File: src/rtl/regfile_dump_unit_if.sv
// -----------------------------------------------------------------------------
// regfile_dump_unit_if
// Bundles the register-file read port and the outbound dump stream of
// regfile_dump_unit.
//   rd_en     : read strobe, one cycle per register read
//   rd_sel    : index of the register being read
//   rd_data   : read data, valid exactly one cycle after rd_en
//   out_valid : stream beat valid
//   out_ready : downstream accept
//   out_idx   : index of the beat (63 marks the optional checksum beat)
//   out_data  : beat value
//   out_last  : final beat of a dump
// master = the dump unit, slave = register file plus stream sink.
// -----------------------------------------------------------------------------
interface regfile_dump_unit_if #(
  parameter int DATA_W = 34
);
  logic              rd_en;
  logic [5:0]        rd_sel;
  logic [DATA_W-1:0] rd_data;
  logic              out_valid;
  logic              out_ready;
  logic [5:0]        out_idx;
  logic [DATA_W-1:0] out_data;
  logic              out_last;

  modport master (
    output rd_en, rd_sel,
    input  rd_data,
    output out_valid, out_idx, out_data, out_last,
    input  out_ready
  );

  modport slave (
    input  rd_en, rd_sel,
    output rd_data,
    input  out_valid, out_idx, out_data, out_last,
    output out_ready
  );
endinterface

File: src/rtl/regfile_dump_unit.sv
// -----------------------------------------------------------------------------
// regfile_dump_unit
// Walks NUM_REGS register-file entries (32 GPRs then the edge-collision
// registers), reading each one and streaming it out as an index/value beat
// with valid/ready flow control.
//   clk   : single clock, rising edge
//   rstb  : synchronous active-high reset
//   start : one-cycle dump request, honoured only while idle
//   busy  : high while a dump is in progress (low again in the done cycle)
//   done  : one-cycle pulse when a dump completes
//   bus   : regfile_dump_unit_if master (read port + dump stream)
// Optional feature macro: DUMP_CHECKSUM_EN -- appends one beat (idx 63)
// carrying the modulo-2^DATA_W sum of all data beats; that beat carries
// out_last instead of the final register beat.
// -----------------------------------------------------------------------------
module regfile_dump_unit #(
  parameter int NUM_REGS = 38,
  parameter int DATA_W   = 34
) (
  input  logic                clk,
  input  logic                rstb,
  input  logic                start,
  output logic                busy,
  output logic                done,
  regfile_dump_unit_if.master bus
);

  typedef enum logic [2:0] {
    ST_IDLE = 3'd0,
    ST_READ = 3'd1,
    ST_CAPT = 3'd2,
    ST_SEND = 3'd3,
    ST_DONE = 3'd4
  } state_t;

  localparam logic [5:0] LAST_IDX = 6'(NUM_REGS - 1);

  state_t            state_q;
  logic [5:0]        idx_q;
  logic              busy_q;
  logic              done_q;
  logic              rd_en_q;
  logic [5:0]        rd_sel_q;
  logic              out_valid_q;
  logic [5:0]        out_idx_q;
  logic [DATA_W-1:0] hold_q;
  logic              out_last_q;
  logic              hs_s;

`ifdef DUMP_CHECKSUM_EN
  localparam logic [5:0] CHK_IDX = 6'd63;
  logic [DATA_W-1:0] sum_q;
  logic              chk_beat_q;
`endif

  assign hs_s = out_valid_q & bus.out_ready;

  // Dump sequencer: state, index, holding register and all registered outputs.
  always_ff @(posedge clk) begin
    if (rstb) begin
      state_q     <= ST_IDLE;
      idx_q       <= 6'd0;
      busy_q      <= 1'b0;
      done_q      <= 1'b0;
      rd_en_q     <= 1'b0;
      rd_sel_q    <= 6'd0;
      out_valid_q <= 1'b0;
      out_idx_q   <= 6'd0;
      hold_q      <= '0;
      out_last_q  <= 1'b0;
`ifdef DUMP_CHECKSUM_EN
      sum_q       <= '0;
      chk_beat_q  <= 1'b0;
`endif
    end else begin
      case (state_q)
        ST_IDLE: begin
          if (start) begin
            idx_q    <= 6'd0;
            busy_q   <= 1'b1;
            rd_en_q  <= 1'b1;
            rd_sel_q <= 6'd0;
            state_q  <= ST_READ;
`ifdef DUMP_CHECKSUM_EN
            sum_q      <= '0;
            chk_beat_q <= 1'b0;
`endif
          end
        end
        ST_READ: begin
          rd_en_q <= 1'b0;
          state_q <= ST_CAPT;
        end
        ST_CAPT: begin
          // The register file answers one cycle after the strobe.
          hold_q      <= bus.rd_data;
          out_idx_q   <= idx_q;
          out_valid_q <= 1'b1;
`ifdef DUMP_CHECKSUM_EN
          out_last_q  <= 1'b0;
`else
          out_last_q  <= (idx_q == LAST_IDX);
`endif
          state_q     <= ST_SEND;
        end
        ST_SEND: begin
          if (hs_s) begin
            out_valid_q <= 1'b0;
            out_last_q  <= 1'b0;
`ifdef DUMP_CHECKSUM_EN
            if (chk_beat_q) begin
              busy_q  <= 1'b0;
              done_q  <= 1'b1;
              state_q <= ST_DONE;
            end else if (idx_q == LAST_IDX) begin
              // Checksum beat follows straight away, still in SEND.
              sum_q       <= sum_q + hold_q;
              hold_q      <= sum_q + hold_q;
              out_idx_q   <= CHK_IDX;
              out_last_q  <= 1'b1;
              out_valid_q <= 1'b1;
              chk_beat_q  <= 1'b1;
            end else begin
              sum_q    <= sum_q + hold_q;
              idx_q    <= idx_q + 6'd1;
              rd_sel_q <= idx_q + 6'd1;
              rd_en_q  <= 1'b1;
              state_q  <= ST_READ;
            end
`else
            if (idx_q == LAST_IDX) begin
              busy_q  <= 1'b0;
              done_q  <= 1'b1;
              state_q <= ST_DONE;
            end else begin
              idx_q    <= idx_q + 6'd1;
              rd_sel_q <= idx_q + 6'd1;
              rd_en_q  <= 1'b1;
              state_q  <= ST_READ;
            end
`endif
          end
        end
        ST_DONE: begin
          // start is deliberately not looked at here.
          done_q  <= 1'b0;
          state_q <= ST_IDLE;
        end
        default: begin
          state_q     <= ST_IDLE;
          busy_q      <= 1'b0;
          done_q      <= 1'b0;
          rd_en_q     <= 1'b0;
          out_valid_q <= 1'b0;
          out_last_q  <= 1'b0;
        end
      endcase
    end
  end

  assign busy          = busy_q;
  assign done          = done_q;
  assign bus.rd_en     = rd_en_q;
  assign bus.rd_sel    = rd_sel_q;
  assign bus.out_valid = out_valid_q;
  assign bus.out_idx   = out_idx_q;
  assign bus.out_data  = hold_q;
  assign bus.out_last  = out_last_q;

endmodule

File: src/flat_wrapper.sv
// flat-port wrapper written by rule: the top's interface ports become plain ports
module regfile_dump_unit_flat 
#(
  parameter int NUM_REGS = 38,
  parameter int DATA_W   = 34
)
  (clk, rstb, start, busy, done, bus_rd_en, bus_rd_sel, bus_rd_data, bus_out_valid, bus_out_idx, bus_out_data, bus_out_last, bus_out_ready);
  regfile_dump_unit_if #(.DATA_W(DATA_W)) bus_i ();
  input  logic clk;
  input  logic rstb;
  input  logic start;
  output logic busy;
  output logic done;
  output wire logic [$bits(bus_i.rd_en)-1:0] bus_rd_en;
  output wire logic [$bits(bus_i.rd_sel)-1:0] bus_rd_sel;
  input wire logic [$bits(bus_i.rd_data)-1:0] bus_rd_data;
  output wire logic [$bits(bus_i.out_valid)-1:0] bus_out_valid;
  output wire logic [$bits(bus_i.out_idx)-1:0] bus_out_idx;
  output wire logic [$bits(bus_i.out_data)-1:0] bus_out_data;
  output wire logic [$bits(bus_i.out_last)-1:0] bus_out_last;
  input wire logic [$bits(bus_i.out_ready)-1:0] bus_out_ready;
  assign bus_rd_en = bus_i.rd_en;
  assign bus_rd_sel = bus_i.rd_sel;
  assign bus_i.rd_data = bus_rd_data;
  assign bus_out_valid = bus_i.out_valid;
  assign bus_out_idx = bus_i.out_idx;
  assign bus_out_data = bus_i.out_data;
  assign bus_out_last = bus_i.out_last;
  assign bus_i.out_ready = bus_out_ready;
  regfile_dump_unit #(.NUM_REGS(NUM_REGS), .DATA_W(DATA_W)) u_core (.clk(clk), .rstb(rstb), .start(start), .busy(busy), .done(done), .bus(bus_i));
endmodule
File: config.mk
export PLATFORM = sky130hd
export DESIGN_NAME = regfile_dump_unit_flat
export DESIGN_NICKNAME = d
export VERILOG_FILES = /design/src/rtl/regfile_dump_unit_if.sv /design/src/rtl/regfile_dump_unit.sv /design/src/flat_wrapper.sv
export SDC_FILE = /design/constraint.sdc
export NUM_CORES = 1
export LEC_CHECK = 0
export ABC_AREA = 1
export BUFFER_PORTS_ARGS = -buffer_cell sky130_fd_sc_hd__buf_2
export CELL_PAD_IN_SITES_DETAIL_PLACEMENT = 0
export CELL_PAD_IN_SITES_GLOBAL_PLACEMENT = 1
export CORE_ASPECT_RATIO = 1.4
export CORE_MARGIN = 2
export CORE_UTILIZATION = 35
export CTS_BUF_LIST = sky130_fd_sc_hd__clkbuf_4 sky130_fd_sc_hd__clkbuf_8 sky130_fd_sc_hd__clkbuf_16
export DETAILED_ROUTE_END_ITERATION = 12
export GPL_TIMING_DRIVEN = 0
export PLACE_DENSITY = 0.87
export SLEW_MARGIN = 10
export SYNTH_ARGS = -nofsm -noshare
export SYNTH_HDL_FRONTEND = slang
export SYNTH_SLANG_ARGS = --single-unit
File: constraint.sdc
create_clock -name clk -period 2.9 [get_ports clk]
set_clock_uncertainty 0.1 [all_clocks]
set_input_delay 0.145 -clock clk [delete_from_list [all_inputs] [get_ports clk]]
set_output_delay 0.145 -clock clk [all_outputs]
set_load 0.005 [all_outputs]
After elaboration in Yosys (flattened, before gate mapping)
Index checks and enable logic that the tools add are counted.
Operators by class
  $add $sub $neg: 1
  eq/ne operators: 9
  reductions and logical operators: 12
  bitwise logic cells: 5
  mux-type cells: 21
Operator list (number)
  6-bit 2-to-1 mux: 3
  1-bit one-hot mux with 3 select lines: 4
  3-bit one-hot mux with 4 select lines: 1
  6-bit one-hot mux with 2 select lines: 1
  4-bit AND reduction: 3
  3-bit 2-to-1 mux: 3
  3-bit OR reduction: 3
  1-bit 2-to-1 mux: 8
  6-bit by 1-bit adder with 6-bit output (second input constant): 1
  3-bit by 2-bit equality test with 1-bit output (second input constant): 2
  6-bit equality test (second input constant): 1
  2-bit by 1-bit != test with 1-bit output (second input constant): 2
  2-bit != test (second input constant): 2
  1-bit inverter: 4
  2-bit AND reduction: 2
  3-bit by 1-bit equality test with 1-bit output (second input constant): 1
  3-bit equality test (second input constant): 1
  3-bit logical NOT: 1
  3-bit AND reduction: 1
  1-bit one-hot mux with 2 select lines: 1
  2-bit nonzero test: 1
  2-bit OR reduction: 1
  1-bit AND: 1
Word-level totals
  input bits: 38
  bits in registers: 54

Depth between registers and ports, before layout
Gate-level depths: netlist of the first run.
  depth after elaboration: 4
  depth in mapped cells: 11
  gate-level depth less buffers: 9

Worst setup path after synthesis of the first run
OpenSTA, ideal clock, no wires.
  path type: reg-to-reg
  start point: register, netlist name u_core.bus.rd_sel[1]
  end point: register u_core.rd_sel_q[4] (netlist: u_core.bus.rd_sel[4])
  arrival time: 1.186 ns
  period minus slack after synthesis: 1.356 ns
  required time: 2.730 ns
  path slack: 1.544 ns
  cell stages (with the launch flop): 9
  buffers on the path: 0
  cells stage by stage: dfxtp_1 -> inv_1 -> ha_1 -> nand3_1 -> nor2_1 -> nand2_1 -> nand3_1 -> nand2_1 -> a21oi_1
RTL lines
  end signal: assignment: line regfile_dump_unit.sv:137  | rd_sel_q <= idx_q + 6'd1;
  end: declaration: line regfile_dump_unit.sv:43  | logic [5:0] rd_sel_q;

==> results of run 1 <==
==> layer usage <==
layer	track usage	wire, um	up-vias	part of all wire
met5	0	0	-	0
met4	0.0348	52	0	0.0096
met3	0.0342	325	6	0.060
met2	0.289	2620	56	0.49
met1	0.188	2400	924	0.45
li1	-	-	1163	-
==> Yosys cell counts (all sizes together) <==
cell type / number / area, um^2
a21oi: 17 / 85.1
buf: 8 / 61.3
clkbuf: 7 / 26.3
clkinv: 1 / 3.75
dfxtp: 54 / 1080
ha: 2 / 25.0
inv: 18 / 67.6
nand2: 37 / 154
nand3: 10 / 60.1
nand3b: 2 / 15.0
nand4: 4 / 25.0
nor2: 88 / 340
nor3: 3 / 15.0
o21ai: 42 / 210
xor2: 1 / 8.76
==> registers in the layout, indices dropped and copies added, names as in the netlist <==
signal,flops
u_core.bus.rd_en,1
u_core.bus.rd_sel,6
u_core.bus.out_last,1
u_core.bus.out_idx,6
u_core.bus.out_valid,1
u_core.busy,1
u_core.done,1
u_core.state_q,3
u_core.bus.out_data,34
==> placed cells by master (no fill, tap or decap), drive strengths merged <==
| cell | synthesis | layout |
|---|---|---|
| buf | 8 | 95 |
| nor2 | 88 | 88 |
| dfxtp | 54 | 54 |
| o21ai | 42 | 42 |
| nand2 | 37 | 37 |
| inv | 18 | 18 |
| a21oi | 17 | 17 |
| dlygate4sd3 | 0 | 17 |
| clkbuf | 7 | 13 |
| nand3 | 10 | 10 |
| nand4 | 4 | 4 |
| nor3 | 3 | 3 |
| nand3b | 2 | 2 |
| ha | 2 | 2 |
| clkinv | 1 | 1 |
| xor2 | 1 | 1 |
| clkinvlp | 0 | 1 |
==> cell type report <==
class	instances	area (um^2)	area share
multi-input cells	206	938	0.317
repair buffers	104	606	0.205
flip-flops and latches	54	1080	0.365
clock inverters	1	7.51	0.00254
well taps	72	90.1	0.0305
inverters	19	71.3	0.0241
plain buffers	15	87.6	0.0296
clock buffers	6	76.3	0.0258
==> power groups by stage <==
stage	Clock [mW]	Combinational, mW	Sequential, mW
2_1_floorplan	0	0.253	0.906
3_3_place_gp	0	0.426	0.894
3_5_place_dp	0	0.432	0.898
4_1_cts	0.425	0.451	0.880
5_1_grt	0.446	0.510	0.890
6_report	0.408	0.442	0.879
==> worst max path at each step <==
stage,from,depth (start not counted),to
finish,u_core.bus.rd_sel[1]$_SDFFE_PP0P_,8,u_core.bus.rd_sel[4]$_SDFFE_PP0P_
global route,u_core.bus.rd_sel[1]$_SDFFE_PP0P_,8,u_core.bus.rd_sel[0]$_SDFFE_PP0P_
CTS,u_core.bus.rd_sel[1]$_SDFFE_PP0P_,8,u_core.bus.rd_sel[1]$_SDFFE_PP0P_
detailed placement,u_core.bus.rd_sel[1]$_SDFFE_PP0P_,8,u_core.bus.rd_sel[4]$_SDFFE_PP0P_
global placement,u_core.bus.rd_sel[1]$_SDFFE_PP0P_,8,u_core.bus.rd_sel[1]$_SDFFE_PP0P_
floorplan,u_core.bus.rd_sel[1]$_SDFFE_PP0P_,8,u_core.bus.rd_sel[4]$_SDFFE_PP0P_
==> logic make-up after synthesis <==
family                   count (synthesis)  synth area share
XOR/XNOR                                 1           0.00402
flip-flops                              54             0.496
AND/OR/NAND/NOR                        144             0.280
adder cells (fa/ha/maj)                  2            0.0115
AO/OA/AOI/OAI                           59             0.136
buffers and inverters                   34            0.0730
==> worst max-delay path: cells and delay by family, from the launching register on <==
| family | cells | cell delay [ps] |
|---|---|---|
| adder cells (fa/ha/maj) | 1 | 160 |
| flip-flops | 1 | 360 |
| AO/OA/AOI/OAI | 1 | 120 |
| AND/OR/NAND/NOR | 5 | 710 |
| buffers and inverters | 1 | 90 |
==> results.yml, run 1 <==
logic_synthesis:
  synth-seq-area-share: 0.496
  synth_cell_types: 23
  syn-cell-area_um2: 2180
  syn_nets: 334
  syn_inst: 294
  synth.ff_latch_count: 54
  ys.warnings.count: 0
  postSynthAreaPerCell_um2: 7.41
place:
  dp_hpwl_um: 4080
  post-place-ws_ps: 1330
  postPlaceCellArea_um2: 2700
  io_buffer_count: 87
  dp.cells: 453
  globalplace.congestion: 0.794
power:
  combPwrFrac: 0.256
  switchingPower_mw: 0.519
  report.power.total_mw: 1.73
  power_frac_seq: 0.508
  intPower_mw: 1.21
  power_leakage_nw: 1.40
  vdd.ir_drop.worst_v: 0.000274
  power_density_nw_per_um2: 584
  switching_share: 0.300
  clockPowerShare: 0.236
setup_path:
  path_max_fanout: 5
  timing.critical_path.arrival_ps: 1750
  highest_delay_cell_along_the_critical_path: "sky130_fd_sc_hd__dfxtp_1"
  path_cells: "inv_1, ha_1, nand3_1, nor2_1, nand2_1, nand3_1, nand2_1, a21oi_1"
  reg2reg_to: "u_core.bus.rd_sel[4]$_SDFFE_PP0P_"
  critPathKind: "register to register"
  cp_slowest_stage_delay_ps: 360
  critical_path.startpoint_type: "register"
  timing.critical_path.required_ps: 3040
  rrSetupSlack_ps: 1290
  r2r.worst_path.cells: 8
  timing.rr.start: "u_core.bus.rd_sel[1]$_SDFFE_PP0P_"
  endpoint_kind: "register"
die:
  initial_utilization: 0.356
  chipWidth_um: 70.7
  std_cell_rows: 34
  core_box_area_um2: 6130
  floorplan.io_pins: 89
  die-area_um2: 6880
  die_h_um: 97.3
clock_tree:
  post_cts_resized: 0
  cts.hold.buffers_added: 17
  cts_buffer_depth: 2
  number_of_buffers_inserted_during_clock_tree_synthesis: 5
  cts_post_setup_buffers_inserted: 0
  cts_root_buf: "sky130_fd_sc_hd__clkbuf_8"
  clock_latency_on_the_worst_skew_pair_ps: 300
  clock_sink_count: 54
  cts.reportedPaths.clkPinSlew_ps: 90
  clock_tree_from_tritoncts: "yes"
  cts-htree-levels: 2
drt:
  drc_errors: 0
  postRouteWirelength_um: 5400
  avgRoutedWirePerCell_um: 11.3
  drtAntennaViolNets: 0
  vias: 2149
  viasPerCell: 4.51
  dr_pass1_iterations: 4
  drt_iter0_markers: 65
sta:
  worst_setup_slack_final_ps: 1290
  tightest_slew_ps: 377
  fmax_ghz: 0.621
  setup_repair_after_global_routing_missed_its_margin: "no"
  max-slew-margin-rel: 0.749
  final-max-slew-violation-count: 0
  finalCritPeriodShare: 0.555
  setup_total_negative_slack_ps: 0
  final_hold_viol_count: 0
  fin_worst_hold_slack_ps: 4.85
  finalCriticalPeriod_ps: 1610
  setup_violations: 0
final_layout:
  syn2layout_area_growth_pct: 35.8
  layout.filler_cells: 661
  finalInstanceArea_um2: 2960
  final_net_count: 445
  layout.core_utilization: 0.483
  instances_no_fill: 477
  drive_gt1_frac: 0.277
  antennaDiodeCount: 0
grt:
  first_global_vias: 2015
  first_pass_grt_wire_length_um: 9010
  global_router_s_overall_resource_usage: 0.159
  grt_antenna_before_repair: 0
  grt_start_max_net_pins: 16
  grt_remaining_overflow: 0
hold_path:
  hp-class: "input pin to register"
  hold_end: "u_core.bus.out_data[30]$_SDFFE_PP0P_"
  worst_hold_path_startpoint: "bus_rd_data[30]"
  hold_path_depth: 3
outcome:
  status: "finished clean"
job:
  drv_cap: 0
Power figures use the tool's default switching activity.
==> run 2, diff against run 1 <==
--- a/config.mk
+++ b/config.mk
@@ -11,11 +11,11 @@
 export CELL_PAD_IN_SITES_GLOBAL_PLACEMENT = 1
 export CORE_ASPECT_RATIO = 1.4
 export CORE_MARGIN = 2
-export CORE_UTILIZATION = 35
+export CORE_UTILIZATION = 33
 export CTS_BUF_LIST = sky130_fd_sc_hd__clkbuf_4 sky130_fd_sc_hd__clkbuf_8 sky130_fd_sc_hd__clkbuf_16
 export DETAILED_ROUTE_END_ITERATION = 12
 export GPL_TIMING_DRIVEN = 0
-export PLACE_DENSITY = 0.87
+export PLACE_DENSITY = 0.83
 export SLEW_MARGIN = 10
 export SYNTH_ARGS = -nofsm -noshare
 export SYNTH_HDL_FRONTEND = slang
==> constraint.sdc (replaced) <==
create_clock -name clk -period 1.62 [get_ports clk]
set_clock_uncertainty 0.1 [all_clocks]
set_input_delay 0.081 -clock clk [delete_from_list [all_inputs] [get_ports clk]]
set_output_delay 0.081 -clock clk [all_outputs]
set_load 0.005 [all_outputs]
==> run 2 against run 1 <==
Net effect: total power grew 94%; register-to-register slack lost 1200 ps; die area grew 5.8%; setup slack lost 1200 ps; hold slack gained 17 ps; via count grew 6.9%; critical path type unchanged; largest cell class unchanged; highest routed layer unchanged.
==> results.yml, run 2 (synthesized netlist as in run 1, its figures left out) <==
outcome:
  status: "finished clean"
setup_path:
  timing.critical_path.required_ps: 1760
  critPathKind: "register to register"
  path_max_fanout: 5
  timing.critical_path.arrival_ps: 1630
  critical_path.startpoint_type: "register"
  endpoint_kind: "register"
final_layout:
  layout.core_utilization: 0.491
  layout.filler_cells: 660
  syn2layout_area_growth_pct: 46.2
  final_net_count: 462
  final_cell_mix: "sky130_fd_sc_hd__buf_2 (91), sky130_fd_sc_hd__nor2_1 (85), sky130_fd_sc_hd__dfxtp_1 (52)"
  mostFrequentLayoutCell: "sky130_fd_sc_hd__buf_2"
  antennaDiodeCount: 0
  largest_register_ff_count: 34
  instances_no_fill: 497
  finalInstanceArea_um2: 3180
  drive_gt1_frac: 0.286
sta:
  max-slew-margin-rel: 0.747
  tightest_slew_ps: 379
  final-max-slew-violation-count: 0
  finalCritPeriodShare: 0.922
  fmax_ghz: 0.669
  setup_repair_after_global_routing_missed_its_margin: "no"
  finalCriticalPeriod_ps: 1490
  setup_violations: 0
  final_hold_viol_count: 0
  setup_total_negative_slack_ps: 0
drt:
  avgRoutedWirePerCell_um: 11.9
  postRouteWirelength_um: 5930
  routedLengthMet1_um: 2470
  topRoutingLayerUsed: "met4"
  drtAntennaViolNets: 0
  vias: 2297
  met2_wirelength_um: 3020
  wl_met3_um: 326
  dr_pass1_iterations: 4
  viasPerCell: 4.62
  drt_iter0_markers: 78
  drc_errors: 0
clock_tree:
  cts_buffer_depth: 2
  cts-htree-levels: 2
  clock_tree_from_tritoncts: "yes"
  cts.reportedPaths.clkPinSlew_ps: 110
  cts_root_buf: "sky130_fd_sc_hd__clkbuf_8"
  cts_post_setup_buffers_inserted: 0
  number_of_buffers_inserted_during_clock_tree_synthesis: 5
  clock_latency_on_the_worst_skew_pair_ps: 310
  clock_sink_count: 54
die:
  initial_utilization: 0.336
  core_box_area_um2: 6480
  chipWidth_um: 72.7
  die-area_um2: 7280
  floorplan.io_pins: 89
  die_h_um: 100
  std_cell_rows: 35
grt:
  first_global_vias: 2199
  grt_remaining_overflow: 0
  grt_start_max_net_pins: 19
  first_pass_grt_wire_length_um: 9380
  grt_antenna_before_repair: 0
  global_router_s_overall_resource_usage: 0.161
hold_path:
  hp-class: "input pin to register"
power:
  power_density_nw_per_um2: 1060
  vdd.ir_drop.worst_v: 0.000446
  report.power.total_mw: 3.36
  power_leakage_nw: 1.50
place:
  io_buffer_count: 87
  postPlaceCellArea_um2: 2710
  dp_hpwl_um: 4140
  dp.cells: 455
  globalplace.congestion: 0.774
job:
  drv_cap: 0
## run 2: repair_timing
action,in CTS,in global routing
resized for setup,0,12
hold buffers,34,0
setup endpoints to repair,0,21
endpoints found under the hold margin,34,0
## run 2: layer usage
metal | track usage | up-vias
met1 | 0.180 | 1009
met2 | 0.291 | 81
met3 | 0.0341 | 10
met4 | 0.0670 | 0
met5 | 0 | -
li1 | - | 1197
## run 2: per-stage QoR
step / worst slack (ps) / hold WS [ps]
2_1_floorplan: 264 / 146
3_3_place_gp: 28.0 / 231
3_5_place_dp: 36.6 / 238
4_1_cts: 1.29 / 31.4
5_1_grt: 3.75 / 47.2
6_report: 126 / 21.9
## run 2: worst max-delay path, cell delays in order, from the launching register on
cell and delay [ps]:
sky130_fd_sc_hd__dfxtp_1 370, sky130_fd_sc_hd__inv_1 90, sky130_fd_sc_hd__ha_1 160, sky130_fd_sc_hd__nand3_1 90, sky130_fd_sc_hd__nor2_2 150, sky130_fd_sc_hd__nand2_2 110
sky130_fd_sc_hd__nand3_1 160, sky130_fd_sc_hd__nand2_1 70, sky130_fd_sc_hd__a21oi_1 120
## run 2: final cells by class
class                   count  area [um^2]  area share
flip-flops and latches     54         1080       0.340
multi-input cells         206          953       0.299
repair buffers            121          776       0.244
well taps                  74         92.6      0.0291
plain buffers              15         90.1      0.0283
inverters                  19         71.3      0.0224
clock buffers               5         68.8      0.0216
clock inverters             3         48.8      0.0153
## run 2: worst paths after layout
path                            cells past startpoint  slack (ps)                                 to                              start
worst max-delay path                                8         130  u_core.bus.rd_sel[2]$_SDFFE_PP0P_  u_core.bus.rd_sel[1]$_SDFFE_PP0P_
worst min-delay path                                2          20  u_core.bus.out_valid$_SDFFE_PP0P_                               rstb
worst max register to register                      8         130  u_core.bus.rd_sel[2]$_SDFFE_PP0P_  u_core.bus.rd_sel[1]$_SDFFE_PP0P_
worst min register to register                      2         350           u_core.done$_SDFFE_PP0P_           u_core.done$_SDFFE_PP0P_
## run 2: where the power goes
part | switching (mW) | internal (mW)
sequential | 0.0802 | 1.49
combinational | 0.449 | 0.390
clock | 0.474 | 0.471
total | 1.00 | 2.36
==> run 3, diff against run 2 <==
--- a/config.mk
+++ b/config.mk
@@ -7,15 +7,13 @@
 export LEC_CHECK = 0
 export ABC_AREA = 1
 export BUFFER_PORTS_ARGS = -buffer_cell sky130_fd_sc_hd__buf_2
-export CELL_PAD_IN_SITES_DETAIL_PLACEMENT = 0
-export CELL_PAD_IN_SITES_GLOBAL_PLACEMENT = 1
 export CORE_ASPECT_RATIO = 1.4
 export CORE_MARGIN = 2
-export CORE_UTILIZATION = 33
+export CORE_UTILIZATION = 47
 export CTS_BUF_LIST = sky130_fd_sc_hd__clkbuf_4 sky130_fd_sc_hd__clkbuf_8 sky130_fd_sc_hd__clkbuf_16
 export DETAILED_ROUTE_END_ITERATION = 12
 export GPL_TIMING_DRIVEN = 0
-export PLACE_DENSITY = 0.83
+export PLACE_DENSITY = 0.82
 export SLEW_MARGIN = 10
 export SYNTH_ARGS = -nofsm -noshare
 export SYNTH_HDL_FRONTEND = slang
==> run 3 against run 2 <==
Net effect: flip-flop and latch count unchanged; combinational power grew 0.6%; hold slack improved by 18 ps; critical endpoint is now u_core.bus.rd_sel[1]$_SDFFE_PP0P_; largest cell class unchanged; largest power group unchanged.
==> results.yml, run 3 (synthesized netlist as in run 1, its figures left out) <==
sta:
  tightest_slew_ps: 378
  setup_repair_after_global_routing_missed_its_margin: "yes"
  final_hold_viol_count: 0
  finalCriticalPeriod_ps: 1600
  worst_setup_slack_final_ps: 21.7
  final-max-slew-violation-count: 0
  max-slew-margin-rel: 0.748
  fmax_ghz: 0.626
  setup_violations: 0
  finalCritPeriodShare: 0.987
  setup_total_negative_slack_ps: 0
grt:
  first_pass_grt_wire_length_um: 8850
  global_router_s_overall_resource_usage: 0.221
  grt_start_max_net_pins: 18
  grt_remaining_overflow: 0
  first_global_vias: 2121
  grt_antenna_before_repair: 0
die:
  floorplan.io_pins: 89
  die-area_um2: 5200
  chipWidth_um: 61.5
  die_h_um: 84.6
  std_cell_rows: 29
  core_box_area_um2: 4500
  initial_utilization: 0.484
setup_path:
  timing.critical_path.arrival_ps: 1720
  path_max_fanout: 5
  endpoint_kind: "register"
  critical_path.startpoint_type: "register"
  critPathKind: "register to register"
  timing.critical_path.required_ps: 1750
clock_tree:
  cts.reportedPaths.clkPinSlew_ps: 90
  clock_sink_count: 54
  cts_buffer_depth: 2
  clock_tree_from_tritoncts: "yes"
  clock_latency_on_the_worst_skew_pair_ps: 300
  cts_root_buf: "sky130_fd_sc_hd__clkbuf_8"
  number_of_buffers_inserted_during_clock_tree_synthesis: 5
  cts_post_setup_buffers_inserted: 0
  cts-htree-levels: 2
final_layout:
  largest_register_ff_count: 34
  final_cell_mix: "sky130_fd_sc_hd__buf_2 (91), sky130_fd_sc_hd__nor2_1 (85), sky130_fd_sc_hd__dfxtp_1 (53)"
  finalInstanceArea_um2: 3130
  layout.core_utilization: 0.697
  layout.filler_cells: 393
  drive_gt1_frac: 0.277
  mostFrequentLayoutCell: "sky130_fd_sc_hd__buf_2"
  syn2layout_area_growth_pct: 43.9
  antennaDiodeCount: 0
  final_net_count: 462
place:
  dp_hpwl_um: 3900
  postPlaceCellArea_um2: 2690
  globalplace.congestion: 0.893
  io_buffer_count: 87
  post-place-ws_ps: 104
drt:
  postRouteWirelength_um: 5930
  drtAntennaViolNets: 0
  vias: 2377
  dr_pass1_iterations: 4
  viasPerCell: 4.90
  avgRoutedWirePerCell_um: 12.2
  drt_iter0_markers: 133
  drc_errors: 0
outcome:
  status: "finished clean"
job:
  drv_cap: 0
power:
  vdd.ir_drop.worst_v: 0.000689
  power_leakage_nw: 1.48
  power_density_nw_per_um2: 1000
hold_path:
  hp-class: "input pin to register"
==> run 3: cell types whose count changed in the layout (fill, tap and decap cells not counted) <==
cell	previous run	this run
sky130_fd_sc_hd__nand2_1	30	32
sky130_fd_sc_hd__nand2_2	6	4
sky130_fd_sc_hd__bufinv_16	1	0
sky130_fd_sc_hd__clkbuf_1	5	6
sky130_fd_sc_hd__clkbuf_2	2	1
sky130_fd_sc_hd__clkinv_2	0	1
sky130_fd_sc_hd__clkinv_4	0	1
sky130_fd_sc_hd__dfxtp_1	52	53
sky130_fd_sc_hd__dfxtp_2	2	1
sky130_fd_sc_hd__inv_8	1	0
==> run 3: report_power, final <==
group,internal [mW],total (mW),switching [mW],leakage [nW]
Sequential,1.49,1.57,0.0807,0.442
Combinational,0.389,0.845,0.457,0.997
Clock,0.304,0.727,0.423,0.0441
==> run 3: layout make-up <==
cell class              instances  area [um^2]  area share
multi-input cells             206          948       0.303
repair buffers                121          776       0.248
clock buffers                   5         68.8      0.0220
inverters                      19         71.3      0.0228
plain buffers                  15         88.8      0.0283
flip-flops and latches         54         1080       0.345
well taps                      62         77.6      0.0248
clock inverters                 3         21.3     0.00679
==> run 3: what timing repair did <==
action                                  in CTS  in global routing
hold buffers                                34                  0
endpoints found under the setup margin       0                 11
endpoints found under the hold margin       34                  0
gates resized for setup                      0                  7
==> run 3: metrics by stage <==
stage | total power [mW] | hold slack, ps | cells
finish | 3.15 | 40.2 | 485
global route | 3.36 | 65.0 | 485
CTS | 3.16 | 41.7 | 485
detailed placement | 2.37 | 241 | 443
global placement | 2.35 | 231 | 443
floorplan | 2.07 | 146 | 294
==> run 3: path summary, 6_finish.rpt <==
check / start / to / slack (ps) / depth (start not counted)
max: u_core.bus.rd_sel[1]$_SDFFE_PP0P_ / u_core.bus.rd_sel[1]$_SDFFE_PP0P_ / 20 / 8
min: rstb / u_core.bus.out_valid$_SDFFE_PP0P_ / 40 / 2
max reg2reg: u_core.bus.rd_sel[1]$_SDFFE_PP0P_ / u_core.bus.rd_sel[1]$_SDFFE_PP0P_ / 20 / 8
min reg2reg: u_core.done$_SDFFE_PP0P_ / u_core.done$_SDFFE_PP0P_ / 350 / 2
==> run 3: critical path, stage by stage (launching register included) <==
cell	delay, ps
sky130_fd_sc_hd__dfxtp_2	350
sky130_fd_sc_hd__inv_1	80
sky130_fd_sc_hd__ha_1	160
sky130_fd_sc_hd__nand3_1	130
sky130_fd_sc_hd__nor2_2	160
sky130_fd_sc_hd__nand2_1	150
sky130_fd_sc_hd__nand3_1	190
sky130_fd_sc_hd__nand2_1	80
sky130_fd_sc_hd__a21oi_1	120
==> run 3: metal layers <==
metal  up-vias  wire length, um  track usage
li1       1196                -            -
met1      1065             2280        0.232
met2        93             3090        0.397
met3        23              346       0.0431
met4         0              216        0.104
met5         -                0            0
